File: src/rtl/uart_pkg.sv
// Shared definitions for the oversampling UART receiver.
//   P_EVEN / P_ODD / P_NONE : parity configuration encodings (bit 1 set = no parity)
//   rx_state_t              : receiver FSM states
//   calc_div                : system clocks per oversample tick
package uart_pkg;

    localparam logic [1:0] P_EVEN = 2'b00;
    localparam logic [1:0] P_ODD  = 2'b01;
    localparam logic [1:0] P_NONE = 2'b10;

    typedef enum logic [2:0] {
        IDLE,
        START,
        DATA,
        PARITY,
        STOP,
        STOP2,
        BREAK
    } rx_state_t;

    function automatic int calc_div(input int sys_freq, input int baud, input int os_rate);
        return sys_freq / (baud * os_rate);
    endfunction

endpackage

File: src/rtl/uart_rx_fifo.sv
// First-word-fall-through FIFO holding received frames.
// Ports:
//   clk, rst_n : clock, asynchronous active-low reset (contents discarded)
//   i_push     : write request; accepted when not full, or when full with a pop
//   i_wdata    : word to write
//   i_pop      : read request; ignored when empty
//   o_rdata    : head word, zero when empty
//   o_full     : all DEPTH entries occupied
//   o_empty    : no entries
module uart_rx_fifo #(
    parameter int WIDTH = 10,
    parameter int DEPTH = 4
) (
    input  logic             clk,
    input  logic             rst_n,
    input  logic             i_push,
    input  logic [WIDTH-1:0] i_wdata,
    input  logic             i_pop,
    output logic [WIDTH-1:0] o_rdata,
    output logic             o_full,
    output logic             o_empty
);

    localparam int AW = $clog2(DEPTH);
    localparam logic [AW:0] PTR_ONE = (AW+1)'(1);

    logic [AW:0]      r_wr_ptr;
    logic [AW:0]      r_rd_ptr;
    logic [WIDTH-1:0] r_mem [DEPTH];

    logic w_full;
    logic w_empty;
    logic w_do_pop;
    logic w_do_push;

    // Wrap bit differs with equal index bits: writer is one lap ahead.
    assign w_full    = (r_wr_ptr[AW] != r_rd_ptr[AW]) &&
                       (r_wr_ptr[AW-1:0] == r_rd_ptr[AW-1:0]);
    assign w_empty   = (r_wr_ptr == r_rd_ptr);
    assign w_do_pop  = i_pop & ~w_empty;
    // A pop in the same cycle frees the slot, so a full FIFO still accepts.
    assign w_do_push = i_push & (~w_full | w_do_pop);

    always_ff @(posedge clk or negedge rst_n) begin
        if (!rst_n) begin
            r_wr_ptr <= '0;
            r_rd_ptr <= '0;
            for (int i = 0; i < DEPTH; i++) begin
                r_mem[i] <= '0;
            end
        end else begin
            if (w_do_push) begin
                r_mem[r_wr_ptr[AW-1:0]] <= i_wdata;
                r_wr_ptr                <= r_wr_ptr + PTR_ONE;
            end
            if (w_do_pop) begin
                r_rd_ptr <= r_rd_ptr + PTR_ONE;
            end
        end
    end

    assign o_rdata = w_empty ? '0 : r_mem[r_rd_ptr[AW-1:0]];
    assign o_full  = w_full;
    assign o_empty = w_empty;

endmodule

File: src/rtl/uart_rx_os.sv
// UART receiver, OS_RATE-times oversampled with a 2-of-3 majority vote per bit.
// Frames are pushed into a FWFT FIFO as {ferr, perr, data}; a break frame
// (all zero through the first stop bit) pulses break_det and is not pushed.
// Ports:
//   clk, rst_n          : clock, asynchronous active-low reset
//   rxd                 : serial line, idle high, LSB first
//   parity, stop_bits   : frame format, latched at the start edge
//   rx_data/perr/ferr   : FIFO head word, valid while rx_valid
//   rx_valid, rx_ready  : head handshake, pop on rx_valid & rx_ready
//   overrun             : pulse, finished frame dropped on a full FIFO
//   break_det           : pulse, break condition seen
//   busy                : receiver outside IDLE
//
// state  | meaning
// IDLE   | waiting for a falling edge on the synced line
// START  | checking the start bit; a high vote is treated as a glitch
// DATA   | shifting in DATA_W bits, LSB first
// PARITY | checking the parity bit
// STOP   | first stop bit; frame end, break detection, or on to STOP2
// STOP2  | second stop bit; frame end
// BREAK  | line held low; wait for it to return high
module uart_rx_os
    import uart_pkg::*;
#(
    parameter int SYS_FREQ   = 50_000_000,
    parameter int BAUD       = 115200,
    parameter int OS_RATE    = 16,
    parameter int DATA_W     = 8,
    parameter int FIFO_DEPTH = 4
) (
    input  logic              clk,
    input  logic              rst_n,
    input  logic              rxd,
    input  logic [1:0]        parity,
    input  logic              stop_bits,
    output logic [DATA_W-1:0] rx_data,
    output logic              rx_perr,
    output logic              rx_ferr,
    output logic              rx_valid,
    input  logic              rx_ready,
    output logic              overrun,
    output logic              break_det,
    output logic              busy
);

    localparam int DIV   = calc_div(SYS_FREQ, BAUD, OS_RATE);
    localparam int DIV_W = (DIV > 1) ? $clog2(DIV) : 1;
    localparam int OS_W  = $clog2(OS_RATE);
    localparam int BC_W  = $clog2(DATA_W + 1);

    localparam logic [DIV_W-1:0] DIV_LOAD = DIV_W'(DIV - 1);
    localparam logic [DIV_W-1:0] DIV_ONE  = DIV_W'(1);
    localparam logic [OS_W-1:0]  OS_S0    = OS_W'(OS_RATE/2 - 1);
    localparam logic [OS_W-1:0]  OS_S1    = OS_W'(OS_RATE/2);
    localparam logic [OS_W-1:0]  OS_S2    = OS_W'(OS_RATE/2 + 1);
    localparam logic [OS_W-1:0]  OS_LAST  = OS_W'(OS_RATE - 1);
    localparam logic [OS_W-1:0]  OS_ONE   = OS_W'(1);
    localparam logic [BC_W-1:0]  BC_FULL  = BC_W'(DATA_W);
    localparam logic [BC_W-1:0]  BC_ONE   = BC_W'(1);

    logic              r_sync1, r_sync2, r_sync3;
    rx_state_t         r_state;
    logic [DIV_W-1:0]  r_div_cnt;
    logic [OS_W-1:0]   r_os;
    logic [BC_W-1:0]   r_bit_cnt;
    logic [DATA_W-1:0] r_shift;
    logic              r_s0, r_s1;
    logic [1:0]        r_par_cfg;
    logic              r_stop2;
    logic              r_perr;
    logic              r_par_bit;
    logic              r_ferr1;
    logic              r_overrun;
    logic              r_break;

    logic              w_line;
    logic              w_fall;
    logic              w_tick;
    logic              w_dec;
    logic              w_end;
    logic              w_vote;
    logic              w_par_en;
    logic              w_is_break;
    logic              w_push;
    logic              w_push_ferr;
    logic [DATA_W+1:0] w_push_data;
    logic [DATA_W+1:0] w_head;
    logic              w_full;
    logic              w_empty;
    logic              w_pop;

    always_ff @(posedge clk or negedge rst_n) begin
        if (!rst_n) begin
            r_sync1 <= 1'b1;
            r_sync2 <= 1'b1;
            r_sync3 <= 1'b1;
        end else begin
            r_sync1 <= rxd;
            r_sync2 <= r_sync1;
            r_sync3 <= r_sync2;
        end
    end

    assign w_line   = r_sync2;
    assign w_fall   = r_sync3 & ~r_sync2;
    assign w_tick   = (r_state != IDLE) && (r_div_cnt == '0);
    // Third sample is the live line at the decision tick.
    assign w_dec    = w_tick && (r_os == OS_S2);
    assign w_end    = w_tick && (r_os == OS_LAST);
    assign w_vote   = (r_s0 & r_s1) | (r_s0 & w_line) | (r_s1 & w_line);
    assign w_par_en = ~r_par_cfg[1];

    assign w_is_break = (r_state == STOP) && !w_vote && (r_shift == '0) &&
                        (!w_par_en || !r_par_bit);

    assign w_push      = w_dec && (((r_state == STOP) && !w_is_break && !r_stop2) ||
                                   (r_state == STOP2));
    assign w_push_ferr = (r_state == STOP2) ? (r_ferr1 | ~w_vote) : ~w_vote;
    assign w_push_data = {w_push_ferr, r_perr, r_shift};
    assign w_pop       = ~w_empty & rx_ready;

    always_ff @(posedge clk or negedge rst_n) begin
        if (!rst_n) begin
            r_state   <= IDLE;
            r_div_cnt <= DIV_LOAD;
            r_os      <= '0;
            r_bit_cnt <= '0;
            r_shift   <= '0;
            r_s0      <= 1'b1;
            r_s1      <= 1'b1;
            r_par_cfg <= P_NONE;
            r_stop2   <= 1'b0;
            r_perr    <= 1'b0;
            r_par_bit <= 1'b0;
            r_ferr1   <= 1'b0;
            r_overrun <= 1'b0;
            r_break   <= 1'b0;
        end else begin
            r_overrun <= w_push & w_full & ~w_pop;
            r_break   <= 1'b0;

            // Held loaded in IDLE so the first tick lands DIV clocks after the start edge.
            if (r_state == IDLE || w_tick) begin
                r_div_cnt <= DIV_LOAD;
            end else begin
                r_div_cnt <= r_div_cnt - DIV_ONE;
            end

            if (r_state == IDLE) begin
                r_os <= '0;
            end else if (w_tick) begin
                r_os <= (r_os == OS_LAST) ? '0 : r_os + OS_ONE;
            end

            if (w_tick && r_os == OS_S0) r_s0 <= w_line;
            if (w_tick && r_os == OS_S1) r_s1 <= w_line;

            case (r_state)
                IDLE: begin
                    if (w_fall) begin
                        r_state   <= START;
                        r_par_cfg <= parity;
                        r_stop2   <= stop_bits;
                        r_bit_cnt <= '0;
                        r_perr    <= 1'b0;
                        r_par_bit <= 1'b0;
                        r_ferr1   <= 1'b0;
                    end
                end
                START: begin
                    if (w_dec && w_vote) begin
                        r_state <= IDLE;
                    end else if (w_end) begin
                        r_state <= DATA;
                    end
                end
                DATA: begin
                    if (w_dec) begin
                        r_shift   <= {w_vote, r_shift[DATA_W-1:1]};
                        r_bit_cnt <= r_bit_cnt + BC_ONE;
                    end
                    if (w_end && r_bit_cnt == BC_FULL) begin
                        r_state <= w_par_en ? PARITY : STOP;
                    end
                end
                PARITY: begin
                    if (w_dec) begin
                        r_par_bit <= w_vote;
                        r_perr    <= ((^r_shift) ^ w_vote) != (r_par_cfg == P_ODD);
                    end
                    if (w_end) begin
                        r_state <= STOP;
                    end
                end
                STOP: begin
                    if (w_dec) begin
                        if (w_is_break) begin
                            r_state <= BREAK;
                            r_break <= 1'b1;
                        end else if (r_stop2) begin
                            r_ferr1 <= ~w_vote;
                        end else begin
                            r_state <= IDLE;
                        end
                    end else if (w_end) begin
                        r_state <= STOP2;
                    end
                end
                STOP2: begin
                    if (w_dec) begin
                        r_state <= IDLE;
                    end
                end
                BREAK: begin
                    if (w_line) begin
                        r_state <= IDLE;
                    end
                end
                default: r_state <= IDLE;
            endcase
        end
    end

    uart_rx_fifo #(
        .WIDTH (DATA_W + 2),
        .DEPTH (FIFO_DEPTH)
    ) u_fifo (
        .clk     (clk),
        .rst_n   (rst_n),
        .i_push  (w_push),
        .i_wdata (w_push_data),
        .i_pop   (w_pop),
        .o_rdata (w_head),
        .o_full  (w_full),
        .o_empty (w_empty)
    );

    assign rx_data   = w_head[DATA_W-1:0];
    assign rx_perr   = w_head[DATA_W];
    assign rx_ferr   = w_head[DATA_W+1];
    assign rx_valid  = ~w_empty;
    assign overrun   = r_overrun;
    assign break_det = r_break;
    assign busy      = (r_state != IDLE);

endmodule
File: config.mk
export PLATFORM = sky130hd
export DESIGN_NAME = uart_rx_os
export DESIGN_NICKNAME = d
export VERILOG_FILES = /design/src/rtl/uart_pkg.sv /design/src/rtl/uart_rx_fifo.sv /design/src/rtl/uart_rx_os.sv
export SDC_FILE = /design/constraint.sdc
export NUM_CORES = 1
export LEC_CHECK = 0
export CORE_ASPECT_RATIO = 1.2
export CORE_MARGIN = 10
export CORE_UTILIZATION = 54
export DETAILED_ROUTE_END_ITERATION = 8
export HOLD_SLACK_MARGIN = 0.03
export PLACE_DENSITY = 0.75
export SYNTH_ARGS = -nofsm -noshare
export SYNTH_HDL_FRONTEND = slang
export SYNTH_SLANG_ARGS = --single-unit
export TNS_END_PERCENT = 30
File: constraint.sdc
create_clock -name clk -period 2.46 [get_ports clk]
set_input_delay 0.615 -clock clk [delete_from_list [all_inputs] [get_ports clk]]
set_output_delay 0.615 -clock clk [all_outputs]
set_load 0.01 [all_outputs]
==> metrics <==
accumulated negative setup slack=0 ns; layout overhead on the synthesized area=13.9%; clk sinks=83; vias in the first global route=3014; count of pins on the block boundary=21; layout filler cell count=605; proportion of netlist area held by the largest area contributor=43.5%; Die Wd=101 um; synth warn=0; worst endpoint required time=1.85 ns; CTS buffer count=9; Max stage delay on crit path=0.48 ns; fraction of registers with async set/reset=100%; net count after synthesis=376; static leakage=2.22 nW; floorplan core area=7660 um2; Clk Tree Root Cell=clkbuf_8; input/output buffers=20; Synth Instances=353; first-pass GRT wire length=14300 um; Post-Syn Area=4260 um2; total DRC errors in the routed layout=0; leading cell types in the layout, fill and taps excluded=dfrtp_1 (72), nand2_1 (28), mux2_4 (26), inv_1 (22); post-route clock period utilization=100%; portion of the post-synthesis area used by sequential elements=49.0%; Routed Wire Length=8120 um; Setup WS pre-CTS=0.0138 ns; minimum period implied by the final worst setup slack=2.46 ns; multi-input logic area=2020 um2; GRT Util Overall=15.0%; Worst Setup End Kind=output pin; VDD IR-drop max=0.405 mV; most common cell after layout, fill and taps aside=dfrtp_1; CTS HTree Levels=3; TritonRoute pass-1 iters=4; final core utilization=63.3%; per-cell routed wire length=16.8 um; worst clock skew=0.0147 ns; post-placement cell area=4650 um2; setup ws final=0.00000611 ns; vias per inst=5.68; last weighted congestion value of the routability-driven placer=0.903; initial antenna violation count=0; flip-flop cell with the highest count after synthesis=dfrtp_1; share of final-layout standard cells stronger than drive strength 1=30.4%; full die area=11900 um2; cell with the largest stage delay on the worst path=mux4_2; unrepaired setup endpoints after global routing=true; arrival time at the worst endpoint=1.84 ns; Seq cells post-synth=83; Worst-Skew Late Latency=0.36 ns; max_cap viols=0; power density normalized to cell area=754 nW/um2; diode insertion count for antenna repair=0; post-synthesis cell type with the largest combined area=dfrtp_1; Highest Clock Rate=407 MHz; Core Rows=35; worst max-slew margin expressed relative to the limit=64.0%; Initial Utilization=55.6%; Iter 0 DRT Violations=72; Final Max Tran Viols=0; maximum count of clock buffers along a single path=2; number of setup violations in the final report=0; Worst-Margin Slew=0.534 ns; final hold violation count=0; Unique masters post-synth=47; crit path cell chain=buf_4 > mux4_2 > and2_1 > dlygate4sd2_1; worst-path maximum fanout=3; pin count of the biggest net entering global routing=52; average size of a mapped cell=12.1 um2; clock slew at reported path FFs=0.08 ns; Post-synth EDFFs=0; Startpoint Class=register; final layout net count=410; main area contributors after synthesis=dfrtp_1 (43%), mux2_4 (9.2%), dfstp_2 (5.6%), mux4_2 (5.3%), mux2_2 (5.0%); overall die height=117 um; total congestion overflow=0; vias after detailed routing=2750; critical path start-end classification=reg2out; TritonCTS clock tree=done; run status=finished, final reports clean; final cell area excluding filler cells=4850 um2; Hold WC Path Type=in2async; Sequential Area=2090 um2; number of routed nets with antenna violations=0; Post-DP HPWL=5790 um
[power breakdown]
group	internal (mW)	switching (mW)
combinational	0.476	0.494
clock	0.507	0.517
sequential	1.51	0.151
total	2.49	1.16
[critical path: cells and delay by family (launching register included)]
family	cells	cell delay (ns)
flops	1	0.42
simple gates	1	0.16
buf+inv	2	0.43
mux	1	0.48
[Yosys cell counts (2+ instances only)]
cell type,instances
o221a_2,2
xor2_1,6
a21oi_1,14
dfstp_2,9
nor3_1,8
and2_1,12
nor2_1,11
nand4_1,3
dfrtp_1,74
nand2_1,29
and4_1,2
mux2_2,19
xnor2_1,12
mux2_4,26
nor2b_1,4
a31oi_1,4
nand3b_1,2
mux4_2,10
buf_6,4
and3_1,3
clkbuf_1,8
ha_1,16
nand2b_1,2
inv_1,22
nand3_1,8
o21ai_0,19
o211ai_1,4
[final timing paths]
kind / start / endpoint / slack, ns / cells past startpoint
worst max register to register: r_div_cnt[0] / u_fifo.r_mem[33] / 0.14 / 8
worst min-delay path: rst_n / u_fifo.r_rd_ptr[2] / 0.20 / 1
max in group asynchronous: rst_n / r_par_cfg[1] / 1.60 / 2
worst min register to register: r_sync1 / r_sync2 / 0.36 / 0
worst max-delay path: u_fifo.r_rd_ptr[0] / rx_ferr / 0.000006 / 4
min in group clk: r_sync1 / r_sync2 / 0.36 / 0
[metrics by stage]
| step | instances | hold slack, ns | power, mW |
|---|---|---|---|
| 2_1_floorplan | 353 | 0.319 | 2.29 |
| 3_3_place_gp | 466 | 0.349 | 2.63 |
| 3_5_place_dp | 466 | 0.351 | 2.65 |
| 4_1_cts | 482 | 0.213 | 3.68 |
| 5_1_grt | 484 | 0.221 | 3.86 |
| 6_report | 484 | 0.204 | 3.65 |
[flip-flops by register name, indices dropped and copies added, names as in the netlist]
register         count
u_fifo.r_mem        40
break_det            1
u_fifo.r_rd_ptr      3
r_sync3              1
r_par_bit            1
r_sync2              1
u_fifo.r_wr_ptr      3
r_s1                 1
r_par_cfg            2
r_perr               1
r_div_cnt            5
r_stop2              1
r_os                 4
r_sync1              1
r_shift              8
r_bit_cnt            4
overrun              1
r_ferr1              1
r_s0                 1
r_state              3
[what timing repair did]
action                                 4_1_cts  5_1_grt
hold buffers                                 0        0
setup endpoints to repair                   12       39
buffers inserted                             0        2
gates resized for setup                     26       12
pin swaps                                    0        1
endpoints found under the hold margin        0        0
[metal layers]
layer,up-vias,part of all wire [%],track usage (%)
met2,55,51,25.6
met5,-,0,0
met4,0,2.3,6.98
li1,1302,-,-
met3,14,4.6,3.46
met1,1379,42,17.4
[kinds of logic (layout without fill, tap and decap cells)]
kind of cell / Yosys count / in the layout / synth area share, %
adders and majority gates: 17 / 17 / 4.97
muxes: 56 / 56 / 19.7
AOI/OAI and AO/OA: 50 / 50 / 6.96
xor gates and xnor gates: 18 / 18 / 3.70
and+or+nand+nor: 93 / 93 / 11.7
buffers and inverters: 36 / 75 / 3.91
DFF: 83 / 83 / 49.0
[area by class of cell]
| class | instances | share of cell area [%] |
|---|---|---|
| clock buffers | 10 | 2.84 |
| clock inverters | 6 | 1.50 |
| inverters | 22 | 1.70 |
| multi-input cells | 234 | 41.7 |
| flip-flops and latches | 83 | 43.1 |
| well taps | 92 | 2.37 |
| repair buffers | 37 | 6.76 |
(Power assumes the default switching activity.)
